<file path="config.mk">
export PLATFORM = sky130hd
export DESIGN_NAME = arcade_input_mapper
export DESIGN_NICKNAME = d
export VERILOG_FILES = /design/src/rtl/arcade_input_pkg.sv /design/src/rtl/coin_pulser.sv /design/src/rtl/arcade_input_mapper.sv
export SDC_FILE = /design/constraint.sdc
export NUM_CORES = 1
export LEC_CHECK = 0
export CORE_AREA = 2 2 89 91
export DETAILED_ROUTE_END_ITERATION = 6
export DIE_AREA = 0 0 91 93
export GPL_ROUTABILITY_DRIVEN = 0
export SLEW_MARGIN = 40
export SYNTH_ARGS = -nofsm -noshare
export SYNTH_HDL_FRONTEND = slang
export SYNTH_HIERARCHICAL = 1
export SYNTH_SLANG_ARGS = --single-unit
</file>
<file path="constraint.sdc">
create_clock -name clk_sys -period 2.2 [get_ports clk_sys]
set_input_delay 0.44 -clock clk_sys [delete_from_list [all_inputs] [get_ports clk_sys]]
set_output_delay 0.44 -clock clk_sys [all_outputs]
set_load 0.03 [all_outputs]
</file>
<file path="src/rtl/arcade_input_pkg.sv">
// Shared constants for the arcade input mapper: joystick bit layout, rotation
// encoding, coin FSM states and PS/2 set-2 scan codes with key decode helpers.
package arcade_input_pkg;

  localparam int JOY_R    = 0;
  localparam int JOY_L    = 1;
  localparam int JOY_D    = 2;
  localparam int JOY_U    = 3;
  localparam int JOY_F1   = 4;
  localparam int JOY_F2   = 5;
  localparam int JOY_F3   = 6;
  localparam int JOY_COIN = 7;

  typedef enum logic [1:0] {
    ROT_NONE = 2'd0,
    ROT_CW   = 2'd1,
    ROT_CCW  = 2'd2,
    ROT_180  = 2'd3
  } rot_e;

  typedef enum logic [1:0] {
    COIN_IDLE     = 2'd0,
    COIN_PULSE    = 2'd1,
    COIN_WAIT_REL = 2'd2
  } coin_state_e;

  localparam logic [7:0] SC_P0_UP    = 8'h75;
  localparam logic [7:0] SC_P0_DOWN  = 8'h72;
  localparam logic [7:0] SC_P0_LEFT  = 8'h6B;
  localparam logic [7:0] SC_P0_RIGHT = 8'h74;
  localparam logic [7:0] SC_P0_F1    = 8'h29;
  localparam logic [7:0] SC_P0_F2    = 8'h11;
  localparam logic [7:0] SC_P0_F3    = 8'h14;
  localparam logic [7:0] SC_P1_UP    = 8'h2D;
  localparam logic [7:0] SC_P1_DOWN  = 8'h2B;
  localparam logic [7:0] SC_P1_LEFT  = 8'h23;
  localparam logic [7:0] SC_P1_RIGHT = 8'h34;
  localparam logic [7:0] SC_P1_F1    = 8'h1C;
  localparam logic [7:0] SC_P1_F2    = 8'h1B;
  localparam logic [7:0] SC_P1_F3    = 8'h15;
  localparam logic [7:0] SC_START0   = 8'h05;
  localparam logic [7:0] SC_START1   = 8'h06;
  localparam logic [7:0] SC_START2   = 8'h04;
  localparam logic [7:0] SC_START3   = 8'h0C;
  localparam logic [7:0] SC_COIN     = 8'h76;

  // One-hot control bit hit by a scan code for player p; P0 arrows need E0.
  function automatic logic [6:0] ctrl_key_hit(input int p, input logic [7:0] code,
                                              input logic ext);
    logic [6:0] hit;
    hit = '0;
    if (p == 0) begin
      case (code)
        SC_P0_UP:    hit[JOY_U]  = ext;
        SC_P0_DOWN:  hit[JOY_D]  = ext;
        SC_P0_LEFT:  hit[JOY_L]  = ext;
        SC_P0_RIGHT: hit[JOY_R]  = ext;
        SC_P0_F1:    hit[JOY_F1] = 1'b1;
        SC_P0_F2:    hit[JOY_F2] = 1'b1;
        SC_P0_F3:    hit[JOY_F3] = 1'b1;
        default: ;
      endcase
    end else if (p == 1) begin
      case (code)
        SC_P1_UP:    hit[JOY_U]  = 1'b1;
        SC_P1_DOWN:  hit[JOY_D]  = 1'b1;
        SC_P1_LEFT:  hit[JOY_L]  = 1'b1;
        SC_P1_RIGHT: hit[JOY_R]  = 1'b1;
        SC_P1_F1:    hit[JOY_F1] = 1'b1;
        SC_P1_F2:    hit[JOY_F2] = 1'b1;
        SC_P1_F3:    hit[JOY_F3] = 1'b1;
        default: ;
      endcase
    end
    return hit;
  endfunction

  function automatic logic [3:0] start_key_hit(input logic [7:0] code);
    logic [3:0] hit;
    hit = '0;
    case (code)
      SC_START0: hit[0] = 1'b1;
      SC_START1: hit[1] = 1'b1;
      SC_START2: hit[2] = 1'b1;
      SC_START3: hit[3] = 1'b1;
      default: ;
    endcase
    return hit;
  endfunction

  // Directions in joystick bit order {U,D,L,R}.
  function automatic logic [3:0] rotate_dirs(input logic [3:0] d, input rot_e rot);
    logic [3:0] r;
    r = d;
    case (rot)
      ROT_CW: begin
        r[JOY_U] = d[JOY_R]; r[JOY_R] = d[JOY_D];
        r[JOY_D] = d[JOY_L]; r[JOY_L] = d[JOY_U];
      end
      ROT_CCW: begin
        r[JOY_U] = d[JOY_L]; r[JOY_L] = d[JOY_D];
        r[JOY_D] = d[JOY_R]; r[JOY_R] = d[JOY_U];
      end
      ROT_180: begin
        r[JOY_U] = d[JOY_D]; r[JOY_D] = d[JOY_U];
        r[JOY_L] = d[JOY_R]; r[JOY_R] = d[JOY_L];
      end
      default: ;
    endcase
    return r;
  endfunction

endpackage

</file>
<file path="src/rtl/coin_pulser.sv">
// Coin pulse generator: one fixed-width pulse per rising edge of the coin
// request, then waits for release before it can fire again.
module coin_pulser
  import arcade_input_pkg::*;
#(
  parameter logic [15:0] COIN_PULSE_CYCLES = 16'd65535
) (
  input  logic clk_sys,
  input  logic reset,
  input  logic req,
  output logic pulse
);

  coin_state_e state_q, state_d;
  logic [15:0] cnt_q, cnt_d;
  logic        req_prev_q, req_prev_d;
  logic        pulse_q, pulse_d;

  always_comb begin
    state_d    = state_q;
    cnt_d      = cnt_q;
    req_prev_d = req;
    case (state_q)
      COIN_IDLE: begin
        if (req && !req_prev_q) begin
          state_d = COIN_PULSE;
          cnt_d   = '0;
        end
      end
      COIN_PULSE: begin
        if (cnt_q == COIN_PULSE_CYCLES - 16'd1) state_d = req ? COIN_WAIT_REL : COIN_IDLE;
        else                                     cnt_d   = cnt_q + 16'd1;
      end
      COIN_WAIT_REL: begin
        if (!req) state_d = COIN_IDLE;
      end
      default: state_d = COIN_IDLE;
    endcase
    pulse_d = (state_d == COIN_PULSE);
  end

  // Edge history resets high so a request held across reset never fires.
  always_ff @(posedge clk_sys) begin
    if (reset) begin
      state_q    <= COIN_IDLE;
      cnt_q      <= '0;
      req_prev_q <= 1'b1;
      pulse_q    <= 1'b0;
    end else begin
      state_q    <= state_d;
      cnt_q      <= cnt_d;
      req_prev_q <= req_prev_d;
      pulse_q    <= pulse_d;
    end
  end

  assign pulse = pulse_q;

endmodule

</file>
<file path="src/rtl/arcade_input_mapper.sv">
// Merges PS/2 keys and joysticks into per-player arcade controls with rotation,
// opposite-direction cancel and coin pulse. Define AUTOFIRE_EN for autofire on F1.
module arcade_input_mapper
  import arcade_input_pkg::*;
#(
  parameter int          NUM_PLAYERS       = 2,
  parameter logic [15:0] COIN_PULSE_CYCLES = 16'd65535,
  parameter logic [19:0] AUTOFIRE_DIV      = 20'd550000
) (
  input  logic                     clk_sys,
  input  logic                     reset,
  input  logic                     key_strobe,
  input  logic                     key_pressed,
  input  logic                     key_extended,
  input  logic [7:0]               key_code,
  input  logic [8*NUM_PLAYERS-1:0] joy_in,
  input  logic [1:0]               rotate,
  output logic [7*NUM_PLAYERS-1:0] ctrl_out,
  output logic [NUM_PLAYERS-1:0]   start_out,
  output logic                     coin_out
`ifdef AUTOFIRE_EN
  ,
  input  logic [NUM_PLAYERS-1:0]   autofire
`endif
);

  logic [NUM_PLAYERS-1:0][6:0] key_lat_q, key_lat_d;
  logic [NUM_PLAYERS-1:0][6:0] ctrl_q, ctrl_d;
  logic [NUM_PLAYERS-1:0]      start_lat_q, start_lat_d;
  logic [NUM_PLAYERS-1:0]      start_q, start_d;
  logic                        coin_lat_q, coin_lat_d;
  logic                        coin_req;
  logic [6:0]                  hit;
  logic [3:0]                  start_hit;

  always_comb begin
    key_lat_d   = key_lat_q;
    start_lat_d = start_lat_q;
    coin_lat_d  = coin_lat_q;
    hit         = '0;
    start_hit   = start_key_hit(key_code);
    if (key_strobe) begin
      for (int p = 0; p < NUM_PLAYERS; p++) begin
        hit = ctrl_key_hit(p, key_code, key_extended);
        for (int b = 0; b < 7; b++)
          if (hit[b]) key_lat_d[p][b] = key_pressed;
        if (start_hit[p]) start_lat_d[p] = key_pressed;
      end
      if (key_code == SC_COIN) coin_lat_d = key_pressed;
    end
  end

  always_comb begin
    coin_req = coin_lat_q;
    for (int p = 0; p < NUM_PLAYERS; p++)
      coin_req = coin_req | joy_in[8*p + JOY_COIN];
  end

`ifdef AUTOFIRE_EN
  logic [19:0] af_cnt_q, af_cnt_d;
  logic        af_phase_q, af_phase_d;

  always_comb begin
    af_cnt_d   = af_cnt_q + 20'd1;
    af_phase_d = af_phase_q;
    if (af_cnt_q == AUTOFIRE_DIV - 20'd1) begin
      af_cnt_d   = '0;
      af_phase_d = ~af_phase_q;
    end
  end

  always_ff @(posedge clk_sys) begin
    if (reset) begin
      af_cnt_q   <= '0;
      af_phase_q <= 1'b0;
    end else begin
      af_cnt_q   <= af_cnt_d;
      af_phase_q <= af_phase_d;
    end
  end
`endif

  for (genvar p = 0; p < NUM_PLAYERS; p++) begin : g_player
    logic [6:0] merged;
    logic [3:0] dirs;
    logic       f1;

    always_comb begin
      merged = key_lat_q[p] | joy_in[8*p +: 7];
      dirs   = rotate_dirs(merged[3:0], rot_e'(rotate));
      // Opposites cancel after rotation so the game never sees U+D or L+R.
      if (dirs[JOY_U] && dirs[JOY_D]) begin
        dirs[JOY_U] = 1'b0;
        dirs[JOY_D] = 1'b0;
      end
      if (dirs[JOY_L] && dirs[JOY_R]) begin
        dirs[JOY_L] = 1'b0;
        dirs[JOY_R] = 1'b0;
      end
      f1 = merged[JOY_F1];
`ifdef AUTOFIRE_EN
      if (autofire[p]) f1 = f1 & af_phase_q;
`endif
    end

    assign ctrl_d[p] = {merged[JOY_F3], merged[JOY_F2], f1, dirs};
  end

  assign start_d = start_lat_q;

  always_ff @(posedge clk_sys) begin
    if (reset) begin
      key_lat_q   <= '0;
      start_lat_q <= '0;
      coin_lat_q  <= 1'b0;
      ctrl_q      <= '0;
      start_q     <= '0;
    end else begin
      key_lat_q   <= key_lat_d;
      start_lat_q <= start_lat_d;
      coin_lat_q  <= coin_lat_d;
      ctrl_q      <= ctrl_d;
      start_q     <= start_d;
    end
  end

  coin_pulser #(
    .COIN_PULSE_CYCLES(COIN_PULSE_CYCLES)
  ) u_coin (
    .clk_sys(clk_sys),
    .reset  (reset),
    .req    (coin_req),
    .pulse  (coin_out)
  );

  assign ctrl_out  = ctrl_q;
  assign start_out = start_q;

endmodule

</file>
==> results of run 1 <==
==> registers in the layout, indices dropped and copies added, names as in the netlist, 2 cells and up <==
signal / count
start_d: 2
start_out: 2
key_lat_q: 14
u_coin/cnt_q: 16
u_coin/state_q: 2
ctrl_out: 14
==> metrics by stage <==
step           setup slack, ns  power (mW)
4_1_cts                  0.330        1.86
6_report                 0.344        1.84
5_1_grt                  0.112        1.93
2_1_floorplan            0.430        1.17
3_3_place_gp            0.0317        1.31
3_5_place_dp            0.0217        1.31
==> synthesized netlist by cell type, types with 7 or more instances <==
cell type / number
dfxtp_1: 53
inv_1: 7
mux2i_1: 23
nand2_1: 16
nand2b_1: 21
nand3_1: 10
nand4_1: 12
nor2_1: 18
nor2b_1: 9
nor3_1: 11
o211ai_1: 19
o22ai_1: 8
or3_1: 15
==> where the power goes <==
part	switching [mW]	internal [mW]
logic	0.149	0.151
clock network	0.331	0.221
registers	0.00777	0.978
==> worst min-delay path by stage <==
stage	cells after the start	startpoint	end
after floorplan	2	start_d[0]	start_out[0]
after global placement	2	key_lat_q[4]	ctrl_out[4]
after detailed placement	2	start_d[0]	start_out[0]
after CTS	2	start_d[0]	start_out[0]
after global routing	2	key_lat_q[11]	ctrl_out[11]
final	2	start_d[0]	start_out[0]
==> cells in the final DEF (no fill, tap or decap), types with 3 or more instances in the layout <==
cell | Yosys | routed
a21oi_1 | 6 | 6
or3_1 | 15 | 15
nor3_1 | 11 | 11
o211ai_1 | 19 | 19
a211oi_1 | 3 | 3
clkdlybuf4s50_1 | 0 | 47
nand2_1 | 16 | 16
buf_4 | 3 | 8
or4_1 | 3 | 3
and2_1 | 3 | 3
dfxtp_1 | 53 | 53
inv_1 | 7 | 7
nand4_1 | 12 | 12
clkbuf_8 | 0 | 5
o22ai_1 | 8 | 8
or3b_1 | 6 | 6
nand3_1 | 10 | 10
mux2i_1 | 23 | 23
o31ai_1 | 3 | 3
and4_1 | 3 | 3
nor3b_1 | 6 | 6
nor2_1 | 18 | 18
nor2b_1 | 9 | 9
nand2b_1 | 21 | 21
nor3b_2 | 4 | 4
nor4_1 | 4 | 4
==> layer usage <==
metal,wire length (um),up-vias
li1,-,1278
met1,3120,1153
met2,2730,43
met5,0,-
met3,248,7
met4,71,0
==> kinds of logic after synthesis <==
logic type / Yosys count / share of synthesized area (%)
buffers and inverters: 21 / 3.45
adder cells (fa/ha/maj): 2 / 0.884
XOR/XNOR: 1 / 0.309
AND/OR/NAND/NOR: 159 / 35.7
flip-flops: 53 / 37.5
AO/OA/AOI/OAI: 54 / 14.1
multiplexers: 23 / 8.13
==> final cells by class <==
class | instances | area share [%]
Timing Repair Buffer | 57 | 16.1
Tap cell | 102 | 3.60
Clock inverter | 3 | 0.494
Clock buffer | 5 | 1.94
Sequential cell | 53 | 29.9
Multi-Input combinational cell | 239 | 47.2
Inverter | 7 | 0.741
==> worst reg2reg max path, delay by kind of cell, from the launching register on <==
| family | cells | cell delay [ns] |
|---|---|---|
| AND/OR/NAND/NOR | 2 | 0.78 |
| AO/OA/AOI/OAI | 2 | 0.54 |
| flip-flops | 1 | 0.44 |
==> results by group, run 1 <==
Global route
  • Total GRT Usage: around 15%
  • First-pass GRT wire length: between 10000 and 15000 um
  • Gr busiest metal: met2
  • Vias in the first global route: between 2k and 2.5k
  • Initial antenna violation count: 0
  • GR Util met3: ~3%
  • Largest net degree at the start of global routing: 44
  • GRT met1 Usage: 21.0%
  • GR Util met2: roughly a quarter
  • Grt ovf: 0

Die
  • Initial Util: 37.6%
  • Core Region: 0.00753 mm^2
  • # IOs: 48
  • Die Wd: between 90 and 100 um
  • FP Rows: 32
  • Total Die Area: 0.00846 mm^2
  • Die height: 93 um

Setup path
  • Reg2reg start: u_coin/cnt_q[10]
  • CP Capture Type: register
  • CP top delay family: simple AND/OR/NAND/NOR gates
  • Critical Path AT: between 2 and 2.5 ns
  • Peak fanout along the critical path: 8
  • Flop2flop setup slack: 0.35 ns
  • WP depth: 6
  • Req. time, crit path: approximately 2.4 ns
  • CP startpoint: joy_in[7]
  • Reg2Reg Depth: 4
  • Worst Setup Start Kind: input pin
  • Critical Path End: u_coin/cnt_q[8]
  • Worst path max stage delay: 0.54 ns
  • Crit-path cells: clkdlybuf4s50_1 > or3_1 > nor2b_4 > o211ai_2 > or4_1 > a21oi_1
  • Crit-path slowest cell: or4_1
  • Worst path bufs/invs: 1
  • Critical path class: input pin to register
  • Critical R2R Capture: u_coin/cnt_q[2]

Final layout
  • Layout net count: 396
  • Ratio of cells with drive above 1 in the final layout: 9.62%
  • Synthesis-to-finish area growth: 25.2%
  • Post-Layout Cell Count: ~470
  • Fin area: 0.00354 mm^2
  • FILL cells: 749
  • Area occupied by multi-input gates: 0.00167 mm^2
  • Core Util, Final: a little under half
  • Register area: 0.00106 mm^2
  • Number of antenna diodes: 0

Synth
  • Netlist Area Pre-Place: ~0.0028 mm^2
  • Post-synth top area cell: dfxtp_1
  • Yosys reg bits: 53
  • Yosys top cell area share: 37.5%
  • Yosys warns: 6
  • Syn Inst Count: 313
  • Number of distinct library cells after synthesis: 55
  • Mapped Nets: 346
  • Post-synth top flop: dfxtp_1
  • Post-synth EDFFs: 0
  • Main area contributors after synthesis: dfxtp_1 37%, mux2i_1 8.1%, o211ai_1 5.0%
  • Synth async-reset ratio: 0%
  • Seq/Total Area, Yosys: 37.5%
  • Avg Cell Area, Syn: 9.05 um^2

Clocking
  • CTS max path bufs: 2
  • Sink Count: 53
  • Clk root buf: clkbuf_8
  • Total CTS buffers: 5
  • TritonCTS clock tree: yes
  • Clock Pin Slew Worst Setup and Hold Paths: approximately 0.10 ns
  • Post-cts sizing count: 0
  • Clock Latency Late Sink: ~0.31 ns
  • Postcts setup bufs: 0
  • H-tree levels: 2
  • Post-CTS Hold Buffers: 0

Route
  • Detailed Route Iter0 Violations: 121
  • TritonRoute pass-1 iters: 4
  • Detailed Route WL: 6170 um
  • Routed via count: 2481
  • Residual DRC: 0
  • ANT nets after route: 0
  • Wire per inst: 13.2 um
  • Vias per cell: around 5.3

Job
  • Max cap viols: 0

Timing
  • RSZ-0062 raised after global routing: no
  • Peak Freq: 0.539 GHz
  • Skew final: 0.00609 ns
  • Final hold vios: 0
  • Final setup violation count: 0
  • Final period util: 84.4%
  • Fin. max-slew vios: 0
  • Worst hold slack: around 0.48 ns
  • Least-Margin Pin Slew: 0.531 ns
  • Rel. slew slack: 64.3%
  • Post-layout min period: around 1.9 ns
  • TNS Setup: 0 ns

Hold path
  • Min-Delay Path Class: register to register

Pwr
  • LEAKAGE: 1.29 nW
  • Peak VDD IR: 0.000254 V
  • Pwr Density: 518 mW/mm^2

Placed design
  • IO Port Bufs: 47
  • DP Area: between 0.003 and 0.004 mm^2
  • Placed Cells: 458
  • DP HPWL: 4560 um

Status
  • Status: finished, final reports clean
Note: power is estimated with default switching activity, not from simulation.
==> run 2, diff against run 1 <==
clock period = 1.8 ns   (was 2.2 ns; I/O delays follow)
==> run 2 against run 1 <==
First-iteration DRC count down 1.7%. Clock-buffer cell count rose by 1. Die area is the same. Sequential power increased by 23%. Global-route usage up 0.20 points. Design area rose by 2.6%. Clock skew is 0.0010 ns higher. Critical path type unchanged. Largest power group unchanged.
==> results by group, run 2 (synthesis results as in run 1) <==
Timing
  • Rel. slew slack: approximately 69%
  • Final setup violation count: 0
  • Peak Freq: 0.563 GHz
  • TNS Setup: 0 ns
  • Least-Margin Pin Slew: 0.457 ns
  • Worst setup margin: 0.0242 ns
  • Fin. max-slew vios: 0
  • Final period util: 98.7%
  • Final hold vios: 0
  • Post-layout min period: around 1.8 ns
  • Skew final: around 0.0071 ns

Route
  • Detailed Route Iter0 Violations: 119
  • TritonRoute pass-1 iters: 4
  • Detailed Route WL: 6460 um
  • ANT nets after route: 0
  • Wire per inst: 13.6 um
  • Residual DRC: 0
  • Vias per cell: 5.27
  • Routed via count: 2508

Setup path
  • Flop2flop setup slack: 0.13 ns
  • Critical Path AT: around 2.0 ns
  • Crit-path slowest cell: clkdlybuf4s50_1
  • Worst path max stage delay: approximately 0.4 ns
  • CP top delay family: simple AND/OR/NAND/NOR gates
  • Worst Setup Start Kind: input pin
  • CP Capture Type: register
  • Worst path bufs/invs: 1
  • Peak fanout along the critical path: 9
  • Req. time, crit path: 2.04 ns
  • Critical path class: input pin to register
  • Crit-path cells: clkdlybuf4s50_1 > or3_4 > nor4b_4 > or2_1 > a2111o_1 > o21ai_2

Die
  • Initial Util: 37.6%
  • FP Rows: 32
  • Die Wd: roughly 90 um
  • Die height: 93 um
  • # IOs: between 40 and 50
  • Total Die Area: 0.00846 mm^2
  • Core Region: ~0.0075 mm^2

Placed design
  • DP Area: 0.00353 mm^2
  • Pre-CTS WS: -0.301 ns
  • IO Port Bufs: 47
  • DP HPWL: ~4800 um

Clocking
  • Clk root buf: clkbuf_8
  • Clock Pin Slew Worst Setup and Hold Paths: 0.10 ns
  • Sink Count: 53
  • Post-CTS Hold Buffers: 0
  • Clock Latency Late Sink: 0.31 ns
  • CTS max path bufs: 2
  • TritonCTS clock tree: yes
  • Total CTS buffers: 5
  • H-tree levels: 2

Final layout
  • Number of antenna diodes: 0
  • Core Util, Final: 48.3%
  • Ratio of cells with drive above 1 in the final layout: 12.3%
  • Leading cell type in the layout, fill and taps excluded: dfxtp_1
  • Most frequent cells in the layout: 53 x dfxtp_1, 47 x clkdlybuf4s50_1, 23 x mux2i_1, 21 x nand2b_1, 19 x o211ai_1
  • Synthesis-to-finish area growth: 28.5%
  • Biggest register: u_coin/cnt_q
  • Layout net count: 406
  • FILL cells: about 770
  • Area occupied by multi-input gates: 0.00169 mm^2
  • Register area: approximately 0.0011 mm^2
  • Max reg flops: 16
  • Fin area: 0.00364 mm^2

Global route
  • First-pass GRT wire length: approximately 11000 um
  • Total GRT Usage: between 10% and 20%
  • Largest net degree at the start of global routing: 33
  • Grt ovf: 0
  • Vias in the first global route: around 2.4k
  • Initial antenna violation count: 0

Hold path
  • Min-Delay Path Class: register to register

Job
  • Max cap viols: 0

Pwr
  • Pwr Density: ~620 mW/mm^2
  • Peak VDD IR: 0.000327 V
  • LEAKAGE: about 1.3 nW

Status
  • Status: finished, final reports clean
run 2: cell count changes in the layout (fill, tap and decap cells not counted), sizes merged:
| cell | before | now |
|---|---|---|
| clkbuf | 5 | 6 |
| buf | 10 | 20 |
| clkinv | 2 | 1 |
| clkinvlp | 1 | 0 |
| inv | 7 | 8 |
run 2: worst paths after layout:
check	endpoint	start	depth (start not counted)
worst max-delay path	u_coin/cnt_q[3]	joy_in[7]	6
worst min-delay path	ctrl_out[11]	key_lat_q[11]	2
worst max register to register	u_coin/cnt_q[13]	u_coin/cnt_q[0]	7
worst min register to register	ctrl_out[11]	key_lat_q[11]	2
run 2: where the power goes:
group	switching, mW	total (mW)	internal [mW]
registers	0.0114	1.21	1.20
clock network	0.403	0.682	0.278
logic	0.182	0.372	0.191
run 2: routing by layer:
layer	track usage, %	part of all wire, %
met5	0	0
met4	3.66	0.73
met3	3.38	3.9
met2	24.8	44
met1	21.6	51
run 2: repair_timing:
| item | 4_1_cts | 5_1_grt |
|---|---|---|
| endpoints found under the setup margin | 0 | 6 |
| buffers inserted | 0 | 0 |
| resized for setup | 0 | 5 |
run 2: layout make-up:
cell class | instances | share of cell area (%)
Sequential cell | 53 | 29.2
Tap cell | 102 | 3.51
Clock buffer | 6 | 2.00
Multi-Input combinational cell | 239 | 46.5
Inverter | 7 | 0.722
Clock inverter | 2 | 0.378
Timing Repair Buffer | 67 | 17.8
run 2: worst register-to-register path, cell delays in order, from the launching register on:
cell and delay (ns):
dfxtp_1 0.40, inv_1 0.06, ha_1 0.22, nand3_1 0.11
nor3_1 0.08, buf_4 0.17, nor4_1 0.35, mux2i_1 0.22
run 2: stage by stage:
| stage | power [mW] | instances | hold slack (ns) |
|---|---|---|---|
| finish | 2.26 | 476 | 0.479 |
| floorplan | 1.43 | 313 | 0.414 |
| detailed placement | 1.61 | 468 | 0.455 |
| global route | 2.38 | 476 | 0.506 |
| global placement | 1.60 | 468 | 0.459 |
| CTS | 2.30 | 476 | 0.483 |
